<file path="src/rtl/step_seq_ctrl.sv">
// Step/direction sequencer: counted or homing moves with direction setup, period shaping and abort.
// Optional macro STEP_LIMIT_STOP_EN stops dir=0 count moves at the home/limit switch.
module step_seq_ctrl #(
    parameter int CNT_W     = 16,
    parameter int PER_W     = 16,
    parameter int DIR_SETUP = 8
) (
    input  logic             clock,
    input  logic             reset,
    input  logic             cmd_valid,
    output logic             cmd_ready,
    input  logic             cmd_dir,
    input  logic [CNT_W-1:0] cmd_steps,
    input  logic [PER_W-1:0] cmd_period,
    input  logic             cmd_home,
    input  logic             homed,
    input  logic             abort,
    output logic             step,
    output logic             dir,
    output logic             busy,
    output logic             done,
    output logic [1:0]       status,
    output logic [CNT_W-1:0] remaining
);

    localparam logic [1:0] IDLE  = 2'd0;
    localparam logic [1:0] SETUP = 2'd1;
    localparam logic [1:0] HIGH  = 2'd2;
    localparam logic [1:0] LOW   = 2'd3;

    localparam logic [1:0] ST_COUNT = 2'b00;
    localparam logic [1:0] ST_HOMED = 2'b01;
    localparam logic [1:0] ST_ABORT = 2'b10;
    localparam logic [1:0] ST_LIMIT = 2'b11;

    // DIR_SETUP is expected to be at least 1.
    localparam logic [PER_W-1:0] SETUP_TERM = PER_W'(DIR_SETUP - 1);
    localparam logic [PER_W-1:0] PER_ONE    = PER_W'(1);
    localparam logic [PER_W-1:0] PER_MIN    = PER_W'(2);
    localparam logic [CNT_W-1:0] CNT_ONE    = CNT_W'(1);

    logic [1:0]       state_q, state_d;
    logic [PER_W-1:0] cnt_q, cnt_d;
    logic [PER_W-1:0] per_q, per_d;
    logic             home_mode_q, home_mode_d;
    logic             dir_q, dir_d;
    logic [CNT_W-1:0] rem_q, rem_d;
    logic             step_q, step_d;
    logic             done_q, done_d;
    logic [1:0]       status_q, status_d;
    logic             sync1_q, home_s_q;

    logic [PER_W-1:0] hi_term, lo_term;
    logic             try_high, home_hit, limit_hit;

    assign hi_term  = (per_q >> 1) - PER_ONE;
    assign lo_term  = per_q - (per_q >> 1) - PER_ONE;
    assign home_hit = home_mode_q & home_s_q;

`ifdef STEP_LIMIT_STOP_EN
    assign limit_hit = ~home_mode_q & ~dir_q & home_s_q;
`else
    assign limit_hit = 1'b0;
`endif

    assign cmd_ready = (state_q == IDLE) && !done_q;
    assign busy      = (state_q != IDLE);
    assign step      = step_q;
    assign dir       = dir_q;
    assign done      = done_q;
    assign status    = status_q;
    assign remaining = rem_q;

    always_comb begin
        state_d     = state_q;
        cnt_d       = cnt_q;
        per_d       = per_q;
        home_mode_d = home_mode_q;
        dir_d       = dir_q;
        rem_d       = rem_q;
        done_d      = 1'b0;
        status_d    = status_q;
        try_high    = 1'b0;

        case (state_q)
            IDLE: begin
                if (cmd_valid && cmd_ready) begin
                    dir_d       = cmd_dir;
                    rem_d       = cmd_home ? '0 : cmd_steps;
                    per_d       = (cmd_period < PER_MIN) ? PER_MIN : cmd_period;
                    home_mode_d = cmd_home;
                    cnt_d       = '0;
                    if (!cmd_home && (cmd_steps == '0)) begin
                        done_d   = 1'b1;
                        status_d = ST_COUNT;
                    end else begin
                        state_d = SETUP;
                    end
                end
            end
            SETUP: begin
                if (cnt_q == SETUP_TERM) try_high = 1'b1;
                else cnt_d = cnt_q + PER_ONE;
            end
            HIGH: begin
                if (cnt_q == hi_term) begin
                    state_d = LOW;
                    cnt_d   = '0;
                end else begin
                    cnt_d = cnt_q + PER_ONE;
                end
            end
            default: begin
                if (cnt_q == lo_term) begin
                    if (!home_mode_q) begin
                        rem_d = (rem_q == '0) ? '0 : rem_q - CNT_ONE;
                        if (rem_q <= CNT_ONE) begin
                            state_d  = IDLE;
                            done_d   = 1'b1;
                            status_d = ST_COUNT;
                        end else begin
                            try_high = 1'b1;
                        end
                    end else begin
                        try_high = 1'b1;
                    end
                end else begin
                    cnt_d = cnt_q + PER_ONE;
                end
            end
        endcase

        // The switch is checked on every HIGH entry, so a stop never emits a partial pulse.
        if (try_high) begin
            cnt_d = '0;
            if (home_hit) begin
                state_d  = IDLE;
                done_d   = 1'b1;
                status_d = ST_HOMED;
            end else if (limit_hit) begin
                state_d  = IDLE;
                done_d   = 1'b1;
                status_d = ST_LIMIT;
            end else begin
                state_d = HIGH;
            end
        end

        if (abort && (state_q != IDLE)) begin
            state_d  = IDLE;
            cnt_d    = '0;
            rem_d    = rem_q;
            done_d   = 1'b1;
            status_d = ST_ABORT;
        end
    end

    assign step_d = (state_d == HIGH);

    always_ff @(posedge clock or posedge reset) begin
        if (reset) begin
            state_q     <= IDLE;
            cnt_q       <= '0;
            per_q       <= PER_MIN;
            home_mode_q <= 1'b0;
            dir_q       <= 1'b0;
            rem_q       <= '0;
            step_q      <= 1'b0;
            done_q      <= 1'b0;
            status_q    <= ST_COUNT;
            sync1_q     <= 1'b0;
            home_s_q    <= 1'b0;
        end else begin
            state_q     <= state_d;
            cnt_q       <= cnt_d;
            per_q       <= per_d;
            home_mode_q <= home_mode_d;
            dir_q       <= dir_d;
            rem_q       <= rem_d;
            step_q      <= step_d;
            done_q      <= done_d;
            status_q    <= status_d;
            sync1_q     <= homed;
            home_s_q    <= sync1_q;
        end
    end

endmodule

</file>
<file path="config.mk">
export PLATFORM = sky130hd
export DESIGN_NAME = step_seq_ctrl
export DESIGN_NICKNAME = d
export VERILOG_FILES = /design/src/rtl/step_seq_ctrl.sv
export SDC_FILE = /design/constraint.sdc
export NUM_CORES = 1
export LEC_CHECK = 0
export BUFFER_PORTS_ARGS = -buffer_cell sky130_fd_sc_hd__buf_4
export CAP_MARGIN = 20
export CORE_MARGIN = 2
export CORE_UTILIZATION = 56
export CTS_BUF_LIST = sky130_fd_sc_hd__clkbuf_8
export DETAILED_ROUTE_END_ITERATION = 12
export PLACE_DENSITY = 0.8
export SLEW_MARGIN = 20
export SYNTH_ARGS = -nofsm -noshare
export SYNTH_HDL_FRONTEND = slang
export SYNTH_SLANG_ARGS = --single-unit
export TNS_END_PERCENT = 5
</file>
<file path="constraint.sdc">
create_clock -name clock -period 3.3 [get_ports clock]
set_input_delay 0.99 -clock clock [delete_from_list [all_inputs] [get_ports clock]]
set_output_delay 0.99 -clock clock [all_outputs]
set_load 0.02 [all_outputs]
</file>
# Yosys cells after proc, flatten, opt, wreduce, memory -nomap -nowiden
# Cells that the tools add are included.
dict set report word_totals {
  word_cells 95
  ff_bits 58
}
dict set report classes {
  n_reduce_logical 16
  addsub 5
  bitwise 3
  eq_ne 11
  muxes 47
  order_cmp 2
}
# operator n
set op_table {}
lappend op_table {{2-to-1 mux 16 bit} 12}
lappend op_table {{one-hot mux 16 bit (3 select lines)} 1}
lappend op_table {{2-to-1 mux 2 bit} 17}
lappend op_table {{equality test 16 bit} 2}
lappend op_table {{logical NOT 16 bit} 2}
lappend op_table {{one-hot mux 16 bit (2 select lines)} 1}
lappend op_table {{subtractor 16 x 1 -> 16 bit (second input constant)} 2}
lappend op_table {{adder 16 x 1 -> 16 bit (second input constant)} 1}
lappend op_table {{equality test 16 x 3 -> 1 bit (second input constant)} 1}
lappend op_table {{<= comparator 16 x 1 -> 1 bit (second input constant)} 1}
lappend op_table {{less-than comparator 16 x 2 -> 1 bit (second input constant)} 1}
lappend op_table {{subtractor 15 x 1 -> 16 bit (second input constant)} 1}
lappend op_table {{subtractor 16 x 15 -> 16 bit} 1}
lappend op_table {{2-to-1 mux 1 bit} 12}
lappend op_table {{!= test 6 x 3 -> 1 bit (second input constant)} 1}
lappend op_table {{one-hot mux 2 bit (3 select lines)} 1}
lappend op_table {{AND reduction 5 bit} 1}
lappend op_table {{equality test 2 bit (second input constant)} 2}
lappend op_table {{logical AND 1 bit} 4}
lappend op_table {{!= test 2 x 1 -> 1 bit (second input constant)} 2}
lappend op_table {{!= test 4 x 2 -> 1 bit (second input constant)} 1}
lappend op_table {{!= test 4 bit (second input constant)} 1}
lappend op_table {{one-hot mux 1 bit (2 select lines)} 2}
lappend op_table {{one-hot mux 2 bit (2 select lines)} 1}
lappend op_table {{9 further kinds} 13}

# Longest topological paths before layout
# Gate-level depths: netlist of run 1.
dict set report logic_depth {
  word_depth 8
  depth_mapped 13
}

# Worst setup path before layout of run 1
# Ideal clock, no wire load.
dict set report synth_path {
  path_kind {register -> register}
  startpoint {register per_q[1]}
  endpoint {register rem_q[4], in the netlist remaining[4]}
  stages_incl_launch_ff 12
  setup_time_ns 0.135
  synth_period_minus_slack_ns 3.302
  required_time_ns 3.165
  path_slack_ns -0.002
  arrival_ns 3.166
  path_buffers 0
  cell_sequence {dfstp_2 -> inv_1 -> ha_1 -> nand2b_1 -> a211o_1 -> a2111oi_4 -> nand3_1 -> o211a_2 -> nor4_4 -> nand4_2 -> a221oi_1 -> o22ai_1}
}
dict set report synth_between {
  elab_chain_cells 5
}
# element line_no
set synth_lines {}
lappend synth_lines {{start, declared} 44} ;# logic [PER_W-1:0] per_q, per_d;
lappend synth_lines {{start signal, assigned} 176} ;# per_q <= per_d;
lappend synth_lines {{subtractor 16 x 15 -> 16 bit} 57} ;# assign lo_term = per_q - (per_q >> 1) - PER_ONE;
lappend synth_lines {{subtractor 16 x 1 -> 16 bit} 57}
lappend synth_lines {{equality test 16 bit} 114} ;# if (cnt_q == lo_term) begin
lappend synth_lines {{nonzero test 2 bit (no line)} -}
lappend synth_lines {{AND reduction 5 bit (no line)} -}
lappend synth_lines {{end signal, assigned} 179} ;# rem_q <= rem_d;
lappend synth_lines {{end, declared} 47} ;# logic [CNT_W-1:0] rem_q, rem_d;
# Every way passes these cells.
# A chain may end at the register's enable or synchronous reset.

# Worst setup path after layout of run 1
dict set report layout_path {
  startpoint {register per_q[1]}
  endpoint {register rem_q[0], in the netlist remaining[0]}
}
# Same word-level chain as after synthesis.

==> results.md, run 1 <==
* Peak supply drop at around 540 uV
* Wire length of the first global-routing pass at approximately 28000 um
* Effective utilization at floorplan at between 50 and 60%
* Die boundary height at between 100 and 150 um
* Leading cell types in the layout, fill and taps excluded: 107 x buf_4, 57 x dfrtp_1, 48 x inv_1
* Total Power at approximately 8.0 mW
* Final ANT Viol Nets at 0
* Overflow after GRT at 0
* Number of antenna violations at the first check in global routing at 0
* Die Footprint at between 10000 and 15000 um^2
* Maximum buffer depth of the clock tree at 2
* Half-perimeter wire length after placement at ~12000 um
* RSZ-0062 raised after global routing: yes
* Power per standard cell area at 1130 nW/um^2
* Per-cell via count in the routed design at around 6.5
* Achievable clock frequency at roughly 290 MHz
* Core ar. at approximately 9700 um^2
* Violated checks: negative setup slack
* Final min period at roughly 3.4 ns
* Ports at just over 60
* Worst Slack Setup Final at -0.126 ns
* Source-to-sink clock delay at the later pin of the worst-skew pair at about 0.37 ns
* 1st-iter DRT viols at between 400 and 500
* Max-cap violations at 0
* Number of global-route vias before repair at ~5700
* CTS Buf Count at 9
* Maximum number of pins on one net before global-route repair at 59
* Buffers on Ports at 61
* Root cell of the clock tree: clkbuf_8
* Leakage power figure at 3.02 nW
* Syn. warnings at 0
* Setup skew after layout at between 0.009 and 0.01 ns
* Clock sink count at between 50 and 60
* Antenna cell count at 0
* Hold EP: home_s_q
* Die Wd at between 100 and 150 um
* Startpoint class of the critical path: flip-flop
* Std cell rows at 36
* Count of flip-flops with a built-in enable after synthesis at 0
* Count of nets after finishing at approximately 860
* Setup CP Type: reg2reg
* Wire length after detailed routing at approximately 18000 um
* Worst hold-check slack at 0.362 ns
* Hold Path Depth at 0
* Result of the run: complete, but fails checks
* Share of layout cells above drive strength 1 at between 20% and 30%
* First-pass detailed-route iteration total at 9
* Type of the tightest min-delay check: reg2reg
* Final Wtd Congestion at ~0.96
* Clock transition time at the flip-flop clock pins of the worst setup and hold paths at about 0.070 ns
* Number of DRC violations after detailed routing at 0
* Leading cell type in the layout, fill and taps excluded: buf_4
* Post-CTS Hold Buffers at 0
* Depth of the most critical reg-to-reg path at 16
* Synthesized netlist net count at around 760
* Data arrival at the endpoint of the critical path at ~3.7 ns
* Count of final max-slew check failures at 0
* Flop2flop setup slack at -0.13 ns
* Total global routing track utilization at between 30% and 40%
* Data required time at the worst endpoint at 3.59 ns
* Ranking of synthesized cells by area: dfrtp_1 26%, ha_1 12%, xnor2_1 5.4%
* Count of final setup violators at 38
* Synthesized area at ~5500 um^2
* Clock tree from TritonCTS: built
* Register bit total from synthesis at 58
* Portion of the clock cycle consumed by the worst path in the final layout at 104%
* Count of distinct cell types in the synthesized netlist at 80
* Share of synthesized registers carrying an async set or reset at 100%
* Max-Slew Margin vs Limit at a little under a quarter
* Sequential-to-total area share from yosys stat at around a quarter
* Type of element capturing the critical path: flip-flop
* Number of instances in the synthesized netlist at approximately 670
* End of the worst register-to-register path: remaining[0]
* Wire length per cell after detailed routing at between 15 and 20 um
* Dominant cell type by area after synthesis: dfrtp_1
* Via count of the routed design at between 5000 and 6000
* Final Hold Viols at 0
* Post-synthesis to final-layout area growth at 26.7%
* Origin of the critical flop-to-flop path: per_q[1]
* Fraction of post-synthesis cell area in the top cell type by area at 25.7%
* Worst Tran Pin Value at approximately 1.1 ns
* Syn_area_per_cell at a little over 8 um^2
* Synth Flop Type: dfrtp_1
* Number of levels the H-tree was split into at 3
* Crit Path Max Fanout at 8
* Hold_sp: sync1_q
==> cell usage after synthesis, types with 16 or more instances <==
| library cell | count |
|---|---|
| o21ai_0 | 42 |
| nand4_1 | 30 |
| nand3_1 | 18 |
| xnor2_1 | 34 |
| nand2_1 | 47 |
| ha_1 | 52 |
| nor2_1 | 43 |
| a21oi_1 | 37 |
| dfrtp_1 | 57 |
| nor3_1 | 18 |
| clkbuf_1 | 16 |
| inv_1 | 54 |
==> metal layers <==
metal	share of wire, %	wire [um]	GRT usage, %
met1	38	6800	37.7
met2	48	8500	53.5
met3	8.4	1490	7.30
met4	5.7	1010	15.2
met5	0	0	0
==> timing repair <==
action	4_1_cts	5_1_grt
endpoints found under the setup margin	38	38
gates resized for setup	39	36
setup buffers	11	8
cloned	1	0
pin swaps	18	24
==> per-stage QoR <==
| stage | utilization (%) | instances | worst slack [ns] | TNS (ns) | area, um^2 |
|---|---|---|---|---|---|
| floorplan | - | 667 | -0.000679 | -0.000679 | 5550 |
| global placement | 65.6 | 866 | -0.0888 | -0.911 | 6350 |
| detailed placement | 65.6 | 866 | -0.246 | -4.16 | 6350 |
| CTS | 70.6 | 894 | -0.0517 | -0.388 | 6840 |
| global route | 72.6 | 901 | -0.256 | -7.02 | 7030 |
| finish | 72.6 | 901 | -0.126 | -2.42 | 7030 |
==> logic make-up after synthesis <==
kind of cell    share of synthesized area [%]
simple gates                             23.4
mux                                     0.947
xor+xnor                                 7.73
flops                                    26.2
compound gates                           23.1
fa+ha+maj                                12.1
buf+inv                                  6.58
==> state kept, by name, indices dropped and copies added, names as in the netlist <==
register,flops
state_q,2
step,1
home_mode_q,1
done,1
cnt_q,16
remaining,16
dir,1
home_s_q,1
status,2
per_q,16
sync1_q,1
==> where the power goes <==
part,switching (mW),total [mW],internal [mW]
combinational,3.56,6.15,2.60
sequential,0.276,1.22,0.940
clock,0.315,0.600,0.285
==> final cells by class <==
type                            instances  area (um^2)
Clock buffer                           10          138
Sequential cell                        58         1450
Inverter                               56          215
Multi-Input combinational cell        520         4050
Fill cell                             661         2660
Clock inverter                          6         33.8
Timing Repair Buffer                  118          971
Tap cell                              133          166
==> worst max-delay path, cell delays in order, from the launching register on <==
cell	delay, ns
dfstp_2	0.57
inv_4	0.06
ha_4	0.16
fa_2	0.40
nand2b_4	0.11
a2111oi_4	0.08
buf_4	0.17
o311ai_4	0.30
buf_4	0.20
a221oi_4	0.07
xnor2_2	0.25
nor3_4	0.06
buf_6	0.14
and4_4	0.19
o21ai_4	0.19
buf_12	0.16
mux2i_1	0.21
==> how the worst max path moves through the flow <==
stage / start / end / depth (start not counted)
after floorplan: per_q[1] / remaining[4] / 11
after global placement: per_q[1] / remaining[4] / 12
after detailed placement: per_q[1] / remaining[4] / 12
after CTS: per_q[1] / remaining[5] / 15
after global routing: per_q[1] / status[1] / 14
final: per_q[1] / remaining[0] / 16
No activity file was read; power rests on OpenSTA's default activity.
==> run 2: changes to the inputs <==
--- a/config.mk
+++ b/config.mk
@@ -11,7 +11,7 @@
 export CORE_UTILIZATION = 56
 export CTS_BUF_LIST = sky130_fd_sc_hd__clkbuf_8
 export DETAILED_ROUTE_END_ITERATION = 12
-export PLACE_DENSITY = 0.8
+export PLACE_DENSITY = 0.78
 export SLEW_MARGIN = 20
 export SYNTH_ARGS = -nofsm -noshare
 export SYNTH_HDL_FRONTEND = slang
==> run 2 against run 1 <==
- the flow still finishes with violations (negative setup slack)
- register-to-register slack better by 0.12 ns
- via count decreased by 3.2%
- combinational power shrank 3.7%
- utilization down 0.90 points
- power down 1.9%
- critical endpoint is now remaining[12]
- first-iteration DRC count fell by 5.0%
- cell area shrank 1.2%
- hold slack lost 0.0048 ns
==> results.md, run 2 (synthesis gave the netlist of run 1 again) <==
* Met2 Wirelength at 7820 um (-8.1%)
* Post-synthesis to final-layout area growth at 25.1%
* Final Wtd Congestion at 0.953 (-0.66%)
* Crit Path Max Fanout at 8 (unchanged)
* Data arrival at the endpoint of the critical path at 3.59 ns (-0.13 ns)
* CTS Buf Count at 9 (unchanged)
* Half-perimeter wire length after placement at 11700 um (-1.7%)
* Worst Slack Setup Final at -0.00615 ns (+0.120 ns)
* Number of DRC violations after detailed routing at 0 (unchanged)
* Design area at 6940 um^2 (-1.2%)
* Hold Path Depth at 0 (unchanged)
* Worst Tran Pin Value at 1.07 ns (-0.0722 ns)
* Max-cap violations at 0 (unchanged)
* Wire length after detailed routing at 16600 um (-6.5%)
* Placed insts at 867 (+0.12%)
* Number of levels the H-tree was split into at 3 (unchanged)
* Achievable clock frequency at 302 MHz (+3.6%)
* Final Hold Viols at 0 (unchanged)
* Leakage power figure at 2.99 nW (-1.2%)
* Die Footprint at 10700 um^2 (unchanged)
* Count of final setup violators at 2 (-95%)
* Per-cell via count in the routed design at 6.34 (-2.4%)
* Peak supply drop at 761 uV (+40%)
* Std cell rows at 36 (unchanged)
* Maximum number of pins on one net before global-route repair at 37 (-37%)
* Post-route met1 wirelength at 6630 um (-2.5%)
* Maximum buffer depth of the clock tree at 2 (unchanged)
* Number of global-route vias before repair at 5523 (-3.1%)
* Final min period at 3.31 ns (-0.120 ns)
* Register area at 1450 um^2 (unchanged)
* Max-Slew Margin vs Limit at 28.6% (+4.8 points)
* Effective utilization at floorplan at 57.3% (unchanged)
* Clock transition time at the flip-flop clock pins of the worst setup and hold paths at 0.08 ns (about the same)
* Wire length per cell after detailed routing at 18.6 um (-5.7%)
* Post-detailed-placement cell area at 6370 um^2 (+0.32%)
* Type of element capturing the critical path: flip-flop
* Source-to-sink clock delay at the later pin of the worst-skew pair at 0.37 ns (about the same)
* Post-CTS Hold Buffers at 0 (unchanged)
* Overflow after GRT at 0 (unchanged)
* Depth of the most critical reg-to-reg path at 15 (-1)
* Startpoint class of the critical path: flip-flop
* Share of layout cells above drive strength 1 at 27.1% (-1.4 points)
* Buffers on Ports at 61 (unchanged)
* Final ANT Viol Nets at 0 (unchanged)
* Clock sink count at 58 (unchanged)
* Type of the tightest min-delay check: reg2reg
* P_sw at 4.01 mW (-3.4%)
* Count of nets after finishing at 847 (-0.94%)
* 1st-iter DRT viols at 439 (-5.0%)
* Top routing layer in use: met4
* Fraction of power spent switching nets at 51.2% (-0.81 points)
* Violated checks: negative setup slack
* Setup skew after layout at 0.0125 ns (+0.00320 ns)
* Antenna cell count at 0 (unchanged)
* Die Wd at 104 um (unchanged)
* Setup CP Type: reg2reg
* RSZ-0062 raised after global routing: yes
* Clk pwr share at 8.8% (+1.3 points)
* Leading cell types in the layout, fill and taps excluded: 99 x buf_4, 57 x dfrtp_1, 46 x nand2_1, 46 x ha_1, 45 x inv_1
* Portion of the clock cycle consumed by the worst path in the final layout at 100% (-3.6 points)
* Die boundary height at 104 um (unchanged)
* Internal at 3.81 mW (-0.20%)
* Leading cell type in the layout, fill and taps excluded: buf_4
* Total global routing track utilization at 30.5% (-0.98 points)
* Power per standard cell area at 1130 nW/um^2 (-0.62%)
* Result of the run: complete, but fails checks
* First-pass detailed-route iteration total at 6 (-3)
* Met3 WL at 1320 um (-11%)
* Wire length of the first global-routing pass at 26600 um (-3.3%)
* Root cell of the clock tree: clkbuf_8
* Multi-input gate area in the final layout at 3980 um^2 (-1.8%)
* Number of antenna violations at the first check in global routing at 0 (unchanged)
* Seq pwr share at 15.5% (+0.2 points)
* Count of final max-slew check failures at 0 (unchanged)
* Post-route insts no fill at 893 (-0.89%)
* Layout filler cell count at 674 (+2.0%)
* Total Power at 7.82 mW (-1.9%)
* Data required time at the worst endpoint at 3.59 ns (about the same)
* Relative contribution of combinational cells to total power at 75.7% (-1.5 points)
* Ports at 62 (unchanged)
* Via count of the routed design at 5663 (-3.2%)
* Core ar. at 9680 um^2 (unchanged)
* Clock tree from TritonCTS: built
* Flop2flop setup slack at -0.006 ns (+0.12 ns)
## run 2: changes by cell type in the layout (fill, tap and decap cells not counted), moves of 3 or more
cell      before  now
o221ai_1       1    4
o221ai_2       5    2
inv_2          6    9
buf_4        107   99
inv_1         48   45
## run 2: repair_timing
action | CTS | global route
pin swaps | 17 | 16
hold endpoints to repair | 0 | 0
cloned | 1 | 0
setup buffers | 8 | 1
resized for setup | 30 | 37
setup endpoints to repair | 38 | 38
## run 2: metrics by stage
stage          util [%]  worst slack (ns)  setup TNS, ns  hold WS (ns)
6_report           71.7          -0.00615        -0.0110         0.357
5_1_grt            71.7            -0.121          -1.66         0.358
3_5_place_dp       65.8            -0.380          -7.02         0.339
2_1_floorplan         -         -0.000679      -0.000679         0.331
4_1_cts            70.3          0.000520              0         0.356
3_3_place_gp       65.8            -0.319          -4.83         0.335
## run 2: final cells by class
type	instances	share of cell area [%]
multi-input combinational	520	57.3
sequential	58	20.9
timing repair buffer	110	13.4
inverter	56	3.10
tap	133	2.40
clock buffer	9	1.78
clock inverter	7	1.03
## run 2: worst max-delay path, cell delays in order, from the launching register on
cell and delay (ns):
dfstp_2 0.56, inv_4 0.05, ha_4 0.17, fa_2 0.37
buf_6 0.14, xnor2_2 0.18, xnor2_1 0.15, o211ai_1 0.18
nor4_2 0.19, nand4_1 0.18, nor4_4 0.15, buf_4 0.19
and4_4 0.28, o21ai_4 0.09, buf_12 0.16, o211ai_1 0.17
## run 2: final timing paths
path / to / from
setup / recovery: remaining[12] / per_q[1]
hold / removal: home_s_q / sync1_q
setup reg to reg: remaining[12] / per_q[1]
hold reg to reg: home_s_q / sync1_q
max in group asynchronous: per_q[13] / reset
min in group asynchronous: cnt_q[10] / reset
## run 2: routing by layer
metal,global-route usage (%),vias to the layer above
met3,6.86,75
met4,17.4,0
li1,-,2600
met5,0,-
met1,37.5,2677
met2,49.6,311
## run 2: power groups by stage
stage                     registers, mW  clock network, mW  logic [mW]
final                              1.21              0.692        5.92
after global routing               1.24              0.719        6.38
after CTS                          1.19              0.687        5.48
after detailed placement           1.19                  0        5.05
after global placement             1.18                  0        4.91
after floorplan                    1.27                  0        3.51
